===== src/rtl/unit_tx_scheduler_pkg.sv =====
// Shared types and width helpers for the unit transmit scheduler.
// No logic of its own; latency not applicable.
// No backpressure; constants and functions only.
package unit_tx_scheduler_pkg;

   // Per-unit credit counter width; holds any MAX_OUTSTANDING up to 15.
   localparam int CREDIT_W = 4;

   typedef enum logic [1:0] {
      ST_IDLE   = 2'd0,
      ST_SEARCH = 2'd1,
      ST_GRANT  = 2'd2
   } state_e;

   // Bits needed to hold value v, i.e. index of its highest set bit plus one (minimum 1).
   function automatic int msb_w(input int v);
      int w;
      w = 1;
      for (int b = 1; b < 31; b++) begin
         if ((v >> b) != 0) w = b + 1;
      end
      return w;
   endfunction

endpackage


===== src/rtl/unit_tx_scheduler_if.sv =====
// Handshake bundle between the transmit FSM, the receive side and the scheduler.
// Pure wiring; no latency.
// req is held by the requester until grant_valid or abandoned by dropping it.
interface unit_tx_scheduler_if #(
   parameter int N_UNITS         = 16,
   parameter int MAX_OUTSTANDING = 2
);
   import unit_tx_scheduler_pkg::*;

   localparam int IW = msb_w(N_UNITS - 1);
   localparam int TW = msb_w(N_UNITS * MAX_OUTSTANDING);

   logic                req;
   logic                grant_valid;
   logic [IW-1:0]       grant_num;
   logic [N_UNITS-1:0]  grant_onehot;
   logic                tx_done;
   logic [N_UNITS-1:0]  unit_ready;
   logic [N_UNITS-1:0]  unit_tx_mask;
   logic                rx_done;
   logic [IW-1:0]       rx_num;
   logic [TW-1:0]       total_outstanding;
   logic                idle;
   logic                err;

   // Requester / unit-array side.
   modport master (
      output req, tx_done, unit_ready, unit_tx_mask, rx_done, rx_num,
      input  grant_valid, grant_num, grant_onehot, total_outstanding, idle, err
   );

   // Scheduler side.
   modport slave (
      input  req, tx_done, unit_ready, unit_tx_mask, rx_done, rx_num,
      output grant_valid, grant_num, grant_onehot, total_outstanding, idle, err
   );

endinterface


===== src/rtl/unit_credit_counter.sv =====
// In-flight candidate counter for one unit; saturates at MAX_OUTSTANDING, never below 0.
// Count updates one cycle after inc/dec; at_max and underflow are combinational.
// No backpressure; inc and dec in the same cycle cancel.
module unit_credit_counter
   import unit_tx_scheduler_pkg::*;
#(
   parameter int MAX_OUTSTANDING = 2
) (
   input  logic                CLK,
   input  logic                RST_N,
   input  logic                inc,
   input  logic                dec,
   input  logic                clr,
   output logic [CREDIT_W-1:0] count,
   output logic                at_max,
   output logic                underflow
);

   logic [CREDIT_W-1:0] count_q, count_d;

   assign at_max = (count_q >= CREDIT_W'(MAX_OUTSTANDING));
   assign count  = count_q;

   // Next count: clear wins, then a lone inc or dec; a dec at zero is flagged and dropped.
   always_comb begin
      count_d   = count_q;
      underflow = 1'b0;
      if (clr) begin
         count_d = '0;
      end else if (inc && !dec) begin
         if (!at_max) count_d = count_q + 1'b1;
      end else if (dec && !inc) begin
         if (count_q == '0) underflow = 1'b1;
         else               count_d   = count_q - 1'b1;
      end
   end

   // Counter register.
   always_ff @(posedge CLK or negedge RST_N) begin
      if (!RST_N) count_q <= '0;
      else        count_q <= count_d;
   end

endmodule


===== src/rtl/unit_tx_scheduler.sv =====
// Round-robin grant of the shared unit-input bus, skipping masked, not-ready or full units.
// req to grant_valid: 2 cycles minimum, N_UNITS+1 worst case; grant held until tx_done.
// Requester may drop req to abandon; full units are simply skipped, scanning never stops.
module unit_tx_scheduler
   import unit_tx_scheduler_pkg::*;
#(
   parameter int N_UNITS         = 16,
   parameter int MAX_OUTSTANDING = 2
) (
   input  logic                  CLK,
   input  logic                  RST_N,
   unit_tx_scheduler_if.slave    bus
);

   localparam int            IW   = msb_w(N_UNITS - 1);
   localparam int            TW   = msb_w(N_UNITS * MAX_OUTSTANDING);
   localparam logic [IW-1:0] LAST = IW'(N_UNITS - 1);
   localparam logic [IW:0]   SCAN_SAT = (IW + 1)'(N_UNITS);

   state_e              state_q, state_d;
   logic [IW-1:0]       ptr_q, ptr_d;
   logic [IW-1:0]       gnum_q, gnum_d;
   logic [IW:0]         scan_cnt_q, scan_cnt_d;
   logic [N_UNITS-1:0]  ready_q, ready_d;
   logic [N_UNITS-1:0]  mask_q, mask_d;
   logic                err_q, err_d;

   logic [N_UNITS-1:0]  elig, at_max, inc, dec, underflow;
   logic [CREDIT_W-1:0] credit [N_UNITS];
   logic [TW-1:0]       total_sum;
   logic                tx_acc, rx_ok;

   // rx_num can only be out of range when N_UNITS is not a power of two.
   if ((1 << IW) > N_UNITS) begin : g_rx_rng
      assign rx_ok = (bus.rx_num < IW'(N_UNITS));
   end else begin : g_rx_full
      assign rx_ok = 1'b1;
   end

   // Readiness and mask are looked at one cycle late, from registered copies.
   assign elig = ready_q & ~mask_q & ~at_max;

   for (genvar i = 0; i < N_UNITS; i++) begin : g_unit
      assign inc[i] = tx_acc & (gnum_q == IW'(i));
      assign dec[i] = bus.rx_done & rx_ok & (bus.rx_num == IW'(i));
      unit_credit_counter #(.MAX_OUTSTANDING(MAX_OUTSTANDING)) u_cnt (
         .CLK       (CLK),
         .RST_N     (RST_N),
         .inc       (inc[i]),
         .dec       (dec[i]),
         .clr       (1'b0),
         .count     (credit[i]),
         .at_max    (at_max[i]),
         .underflow (underflow[i])
      );
   end

   // Total outstanding is the sum of the per-unit credits, so it can never drift from them.
   always_comb begin
      total_sum = '0;
      for (int i = 0; i < N_UNITS; i++) total_sum = total_sum + TW'(credit[i]);
   end

   // Scheduler FSM next state, pointer walk and grant capture; tx_done beats a req drop.
   always_comb begin
      state_d    = state_q;
      ptr_d      = ptr_q;
      gnum_d     = gnum_q;
      scan_cnt_d = scan_cnt_q;
      tx_acc     = 1'b0;
      ready_d    = bus.unit_ready;
      mask_d     = bus.unit_tx_mask;
      unique case (state_q)
         ST_IDLE: begin
            if (bus.req) begin
               state_d    = ST_SEARCH;
               scan_cnt_d = '0;
            end
         end
         ST_SEARCH: begin
            if (!bus.req) begin
               state_d = ST_IDLE;
            end else if (elig[ptr_q]) begin
               gnum_d  = ptr_q;
               state_d = ST_GRANT;
            end else begin
               ptr_d = (ptr_q == LAST) ? '0 : ptr_q + 1'b1;
               if (scan_cnt_q != SCAN_SAT) scan_cnt_d = scan_cnt_q + 1'b1;
            end
         end
         ST_GRANT: begin
            if (bus.tx_done) begin
               tx_acc  = 1'b1;
               ptr_d   = (gnum_q == LAST) ? '0 : gnum_q + 1'b1;
               state_d = ST_IDLE;
            end else if (!bus.req) begin
               state_d = ST_IDLE;
            end
         end
         default: state_d = ST_IDLE;
      endcase
   end

   // Sticky error: stray tx_done, out-of-range rx_num, or credit underflow.
   always_comb begin
      err_d = err_q;
      if (bus.tx_done && (state_q != ST_GRANT)) err_d = 1'b1;
      if (bus.rx_done && !rx_ok)                err_d = 1'b1;
      if (|underflow)                           err_d = 1'b1;
   end

   // State registers; reset drops any grant in flight.
   always_ff @(posedge CLK or negedge RST_N) begin
      if (!RST_N) begin
         state_q    <= ST_IDLE;
         ptr_q      <= '0;
         gnum_q     <= '0;
         scan_cnt_q <= '0;
         ready_q    <= '0;
         mask_q     <= '0;
         err_q      <= 1'b0;
      end else begin
         state_q    <= state_d;
         ptr_q      <= ptr_d;
         gnum_q     <= gnum_d;
         scan_cnt_q <= scan_cnt_d;
         ready_q    <= ready_d;
         mask_q     <= mask_d;
         err_q      <= err_d;
      end
   end

   assign bus.grant_valid       = (state_q == ST_GRANT);
   assign bus.grant_num         = gnum_q;
   assign bus.grant_onehot      = (state_q == ST_GRANT) ? (N_UNITS'(1) << gnum_q) : '0;
   assign bus.total_outstanding = total_sum;
   assign bus.idle              = (state_q == ST_IDLE) && (total_sum == '0);
   assign bus.err               = err_q;

endmodule


===== src/flat_wrapper.sv =====
// flat-port wrapper written by rule: the top's interface ports become plain ports
module unit_tx_scheduler_flat import unit_tx_scheduler_pkg::*;
#(
   parameter int N_UNITS         = 16,
   parameter int MAX_OUTSTANDING = 2
)
  (CLK, RST_N, bus_req, bus_tx_done, bus_unit_ready, bus_unit_tx_mask, bus_rx_done, bus_rx_num, bus_grant_valid, bus_grant_num, bus_grant_onehot, bus_total_outstanding, bus_idle, bus_err);
  unit_tx_scheduler_if #(.N_UNITS(N_UNITS), .MAX_OUTSTANDING(MAX_OUTSTANDING)) bus_i ();
  input  logic CLK;
  input  logic RST_N;
  input wire logic [$bits(bus_i.req)-1:0] bus_req;
  input wire logic [$bits(bus_i.tx_done)-1:0] bus_tx_done;
  input wire logic [$bits(bus_i.unit_ready)-1:0] bus_unit_ready;
  input wire logic [$bits(bus_i.unit_tx_mask)-1:0] bus_unit_tx_mask;
  input wire logic [$bits(bus_i.rx_done)-1:0] bus_rx_done;
  input wire logic [$bits(bus_i.rx_num)-1:0] bus_rx_num;
  output wire logic [$bits(bus_i.grant_valid)-1:0] bus_grant_valid;
  output wire logic [$bits(bus_i.grant_num)-1:0] bus_grant_num;
  output wire logic [$bits(bus_i.grant_onehot)-1:0] bus_grant_onehot;
  output wire logic [$bits(bus_i.total_outstanding)-1:0] bus_total_outstanding;
  output wire logic [$bits(bus_i.idle)-1:0] bus_idle;
  output wire logic [$bits(bus_i.err)-1:0] bus_err;
  assign bus_i.req = bus_req;
  assign bus_i.tx_done = bus_tx_done;
  assign bus_i.unit_ready = bus_unit_ready;
  assign bus_i.unit_tx_mask = bus_unit_tx_mask;
  assign bus_i.rx_done = bus_rx_done;
  assign bus_i.rx_num = bus_rx_num;
  assign bus_grant_valid = bus_i.grant_valid;
  assign bus_grant_num = bus_i.grant_num;
  assign bus_grant_onehot = bus_i.grant_onehot;
  assign bus_total_outstanding = bus_i.total_outstanding;
  assign bus_idle = bus_i.idle;
  assign bus_err = bus_i.err;
  unit_tx_scheduler #(.N_UNITS(N_UNITS), .MAX_OUTSTANDING(MAX_OUTSTANDING)) u_core (.CLK(CLK), .RST_N(RST_N), .bus(bus_i));
endmodule

===== config.mk =====
export PLATFORM = sky130hd
export DESIGN_NAME = unit_tx_scheduler_flat
export DESIGN_NICKNAME = d
export VERILOG_FILES = /design/src/rtl/unit_tx_scheduler_pkg.sv /design/src/rtl/unit_tx_scheduler_if.sv /design/src/rtl/unit_credit_counter.sv /design/src/rtl/unit_tx_scheduler.sv /design/src/flat_wrapper.sv
export SDC_FILE = /design/constraint.sdc
export NUM_CORES = 1
export LEC_CHECK = 0
export BUFFER_PORTS_ARGS = -buffer_cell sky130_fd_sc_hd__clkbuf_2
export CAP_MARGIN = 15
export CORE_MARGIN = 1
export CORE_UTILIZATION = 62
export CTS_CLUSTER_DIAMETER = 60
export DETAILED_ROUTE_END_ITERATION = 10
export PLACE_DENSITY = 0.81
export RECOVER_POWER = 25
export SLEW_MARGIN = 20
export SYNTH_ARGS = -nofsm -noshare
export SYNTH_HDL_FRONTEND = slang
export SYNTH_SLANG_ARGS = --single-unit

===== constraint.sdc =====
create_clock -name CLK -period 9.85 [get_ports CLK]
set_input_delay 1.97 -clock CLK [delete_from_list [all_inputs] [get_ports CLK]]
set_output_delay 1.97 -clock CLK [all_outputs]
set_load 0.02 [all_outputs]

==> results.toml, run 1 <==
[floorplan]
initial_core_util_pct = 64.5
die_x_um = 120
fp.dieArea_sq_mm = 0.0144
ios = 70
row_count = 42
die_h_um = 120
core_sq_mm = 0.0134

[grt]
gr-total-overflow = 0
antenna_found_initial = 1
grt_pass1_vias = 6541
grtUsageTotal_pct = 30.6
grt_max_degree = 58
grt_first_pass_wirelength_um = 33300

[clock_tree]
holdBufCountCts = 0
clk_latency_ps = 360
cts.sinks = 107
clockRootBuffer = "clkbuf_16"
post_cts_resized = 0
postCtsSetupRepairBufs = 0
clkTransAtPathRegs_ps = 80
cts_buffers = 9
tritoncts = "done"
htreeDepth = 3
cts_max_path_buffers = 2

[sta]
fmax_mhz = 119
rsz0062_at_grt = "no"
tns_ps = 0
slew_headroom_pct = -81.1
finalClockSkew_ps = 9.46
tightest_slew_ps = 2720
fin_ws_ps = 1410
setup_viol = 0
final-max-slew-violation-count = 52
layout_min_cycle_time_ps = 8440
final_hold_viol_count = 0
fin_crit_sh_pct = 85.6

[logic_synthesis]
synth-seq-cells = 107
async_flop_share_pct = 100
synth_area_leader_cell = "dfrtp_1"
syn_nets = 1104
synth_area_per_cell_sq_um = 9.47
synth_common_cells = "inv_1, dfrtp_1, ha_1, a21oi_1, nor2_1"
syn_area_sq_mm = 0.00864
synthFlopType = "dfrtp_1"
synthMostInstantiatedCell = "inv_1"
synth_area_leaders = "dfrtp_1, fa_1, ha_1"
yosysSeqAreaShare_pct = 31.0
synth_edf_count = 0
synth_cell_types = 52
syn_inst = 912
yosys_warnings = 0
synth_top_area_share_pct = 31.0

[final_layout]
multi_input_area_sq_mm = 0.00544
utilization_pct = 70.2
fin_cells = 1153
seq_area_sq_mm = 0.00268
syn_to_final_growth_pct = 8.85
nNetsFinal = 1164
post_route_cells_drive_above_1_share_pct = 10.3
num_antenna_cells = 0
fill_cells = 1037

[route]
first_iter_violations = 548
routedWlPerCell_um = 18.1
firstDrtPassIters = 5
wl_um = 20900
drc_errors = 0
vias_per_cell = 5.98
ant_nets = 0
vias = 6890

[critical_path]
crit_path_end_kind = "output pin"
cp_cell_sequence = "ha_1 > fa_1 > xor2_1 > fa_1 > inv_1 > fa_1 > inv_1 > fa_1 > fa_1 > inv_1 > fa_1 > fa_1 > inv_1 > ha_1 > inv_1 > fa_1 > inv_1 > nor4_1 > nand2_1 > nor3_1 > clkbuf_2"
cp_top_family = "adder cells"
crit_path_start_kind = "register"
critPathBufInv = 7
cpMaxStageDelayCell = "fa_1"
cp.arrival_ps = 6470
worst_path_most_repeated_cell = "fa_1"
worstPathRequired_ps = 7880
max_stage_delay_ps = 560
path_max_fanout = 8
crit_type = "register to output pin"

[place]
globalplace.congestion = 0.925
place_inst = 1137
dpl_worst_slack_ps = 1850
io_buffers = 69
dp_hpwl_um = 16300

[run]
cap_violations = 1

[run_status]
status = "finished, violations left"
violations = "max-capacitance violations, max-slew violations"

[min_path]
hp-class = "register to register"
==> metrics by stage <==
step	hold slack, ps	area (sq um)
6_report	479	9400
5_1_grt	508	9400
4_1_cts	478	9410
3_5_place_dp	469	9120
3_3_place_gp	462	9120
2_1_floorplan	440	8640
==> placed cells by master, fill, tap and decap left out, types with 20 or more instances in the layout <==
| master | netlist | layout |
|---|---|---|
| a21o_1 | 22 | 22 |
| nand2_1 | 65 | 65 |
| clkbuf_2 | 0 | 66 |
| o21ai_0 | 30 | 30 |
| dfrtp_1 | 107 | 107 |
| xnor2_1 | 32 | 32 |
| a21oi_1 | 85 | 85 |
| nor2_1 | 69 | 69 |
| ha_1 | 87 | 87 |
| xor2_1 | 21 | 21 |
| nor3_1 | 52 | 52 |
| fa_1 | 64 | 64 |
| or3_1 | 20 | 20 |
| inv_1 | 114 | 114 |
==> final cells by class <==
type                       instances  share of cell area [%]
inverter                         114                    4.55
sequential                       107                    28.5
multi-input combinational        670                    57.9
clock inverter                     7                   0.625
tap                              176                    2.34
timing repair buffer              70                    3.71
clock buffer                       9                    2.40
==> kinds of logic after synthesis <==
family | Yosys count | share of synthesized area, %
AND/OR/NAND/NOR | 269 | 15.4
AO/OA/AOI/OAI | 182 | 12.8
adder cells (fa/ha/maj) | 151 | 27.4
buffers and inverters | 135 | 5.98
flip-flops | 107 | 31.0
XOR/XNOR | 53 | 5.37
multiplexers | 15 | 2.07
==> per-layer routing <==
layer / wire length [um] / share of wire (%) / GRT usage (%)
met5: 13 / 0.062 / 0
met4: 657 / 3.1 / 11.3
met2: 9800 / 47 / 49.3
met1: 8860 / 42 / 40.0
met3: 1530 / 7.3 / 7.46
==> state kept, by name, summed over array words and instances, names as in the netlist <==
name	count
u_core.state_q	2
u_core.bus.err	1
u_core.ready_q	16
u_core.bus.grant_num	4
u_core.ptr_q	4
u_core.mask_q	16
u_core.g_unit.u_cnt.count	64
==> final timing paths <==
check	startpoint	end	slack, ps	cells past startpoint
max	u_core.g_unit[1].u_cnt.count[0]	bus_idle	1410	21
min	u_core.state_q[0]	u_core.state_q[0]	480	1
max reg2reg	u_core.state_q[0]	u_core.bus.err	5980	13
min reg2reg	u_core.state_q[0]	u_core.state_q[0]	480	1
max in group asynchronous	RST_N	u_core.g_unit[5].u_cnt.count[2]	5490	2
min in group asynchronous	RST_N	u_core.ready_q[0]	2460	1
Power of run 1 is not shown: default switching activity piles up to over one toggle a cycle in this logic, so the estimate is an artifact.
==> inputs of run 2 (changes only) <==
RECOVER_POWER = unset   (was 25)
==> results.toml, run 2 (same netlist as run 1, synthesis figures left out) <==
[final_layout]
num_antenna_cells = 0
layout_common_cells = "inv_1, dfrtp_1, ha_1"
fill_cells = 1035
multi_input_area_sq_mm = 0.00544
seq_area_sq_mm = 0.00268
final_area_sq_mm = 0.00941
largest_reg_flops = 64
post_route_cells_drive_above_1_share_pct = 10.6
syn_to_final_growth_pct = 8.92
final_common_cell = "inv_1"
nNetsFinal = 1164

[place]
globalplace.congestion = 0.925
dp_hpwl_um = 16300
io_buffers = 69
dpl_cell_area_sq_mm = 0.00912

[floorplan]
fp.dieArea_sq_mm = 0.0144
row_count = 42
core_sq_mm = 0.0134
ios = 70
die_h_um = 120
die_x_um = 120
initial_core_util_pct = 64.5

[grt]
grt_pass1_vias = 6541
antenna_found_initial = 1
grtUsageTotal_pct = 30.6
gr-total-overflow = 0
grt_first_pass_wirelength_um = 33300
grt_max_degree = 58

[critical_path]
crit_type = "register to output pin"
cp.arrival_ps = 6470
reg2regPathDepth = 13
path_max_fanout = 8
r2r-start = "u_core.state_q[0]"
crit_path_start_kind = "register"
r2r_end = "u_core.bus.err"
ff2ff_setup_slack_ps = 5990
crit_path_end_kind = "output pin"
worstPathRequired_ps = 7880

[route]
ant_nets = 0
drc_errors = 0
routedWlPerCell_um = 18.1
first_iter_violations = 548
firstDrtPassIters = 5
vias = 6889
vias_per_cell = 5.97
wl_um = 20900

[clock_tree]
clk_latency_ps = 360
cts_buffers = 9
cts_max_path_buffers = 2
tritoncts = "done"
htreeDepth = 3
post_cts_resized = 0
cts.sinks = 107
clkTransAtPathRegs_ps = 80
holdBufCountCts = 0
clockRootBuffer = "clkbuf_16"
postCtsSetupRepairBufs = 0

[sta]
fmax_mhz = 119
final-max-slew-violation-count = 0
hold_slack_ps = 479
setup_viol = 0
tns_ps = 0
tightest_slew_ps = 867
slew_headroom_pct = 42.2
finalClockSkew_ps = 8.71
fin_crit_sh_pct = 85.6
final_hold_viol_count = 0
rsz0062_at_grt = "no"
layout_min_cycle_time_ps = 8440

[min_path]
holdCritStartpoint = "u_core.state_q[0]"
holdPathStages = 1
hp-class = "register to register"
whs_endpoint = "u_core.state_q[0]"

[run_status]
status = "completed"

[run]
cap_violations = 0
## run 2: through the flow
step / setup WS [ps] / instances / util (%)
after global placement: 1910 / 1137 / 68.1
after global routing: 1060 / 1153 / 70.2
after CTS: 1370 / 1153 / 70.2
after detailed placement: 1850 / 1137 / 68.1
final: 1410 / 1153 / 70.2
after floorplan: 1870 / 912 / -
## run 2: area by class of cell
cell class,instances,share of cell area [%]
multi-input combinational,670,57.9
inverter,114,4.55
tap,176,2.34
clock inverter,7,0.625
clock buffer,9,2.39
sequential,107,28.5
timing repair buffer,70,3.78
## run 2: metal layers
layer | track usage [%] | up-vias | part of all wire (%)
met3 | 7.46 | 57 | 7.3
met4 | 11.3 | 2 | 3.1
met5 | 0 | - | 0.062
li1 | - | 3228 | -
met2 | 49.3 | 262 | 47
met1 | 40.0 | 3340 | 42
## run 2: worst max-delay path by stage
stage                           to                             from
after floorplan           bus_idle  u_core.g_unit[1].u_cnt.count[0]
after global placement    bus_idle  u_core.g_unit[1].u_cnt.count[0]
after detailed placement  bus_idle  u_core.g_unit[1].u_cnt.count[0]
after CTS                 bus_idle  u_core.g_unit[1].u_cnt.count[0]
after global routing      bus_idle  u_core.g_unit[1].u_cnt.count[0]
final                     bus_idle  u_core.g_unit[1].u_cnt.count[0]
## run 2: critical path, stage by stage (launching register included)
cell	delay, ps
dfrtp_1	480
ha_1	270
fa_1	410
xor2_1	170
fa_1	490
inv_1	70
fa_1	530
inv_1	70
fa_1	560
fa_1	560
inv_1	50
fa_1	510
fa_1	480
inv_1	70
ha_1	160
inv_1	50
fa_1	470
inv_1	50
nor4_1	270
nand2_1	80
nor3_1	130
clkbuf_2	190
Power of run 2 is left out for the same reason.
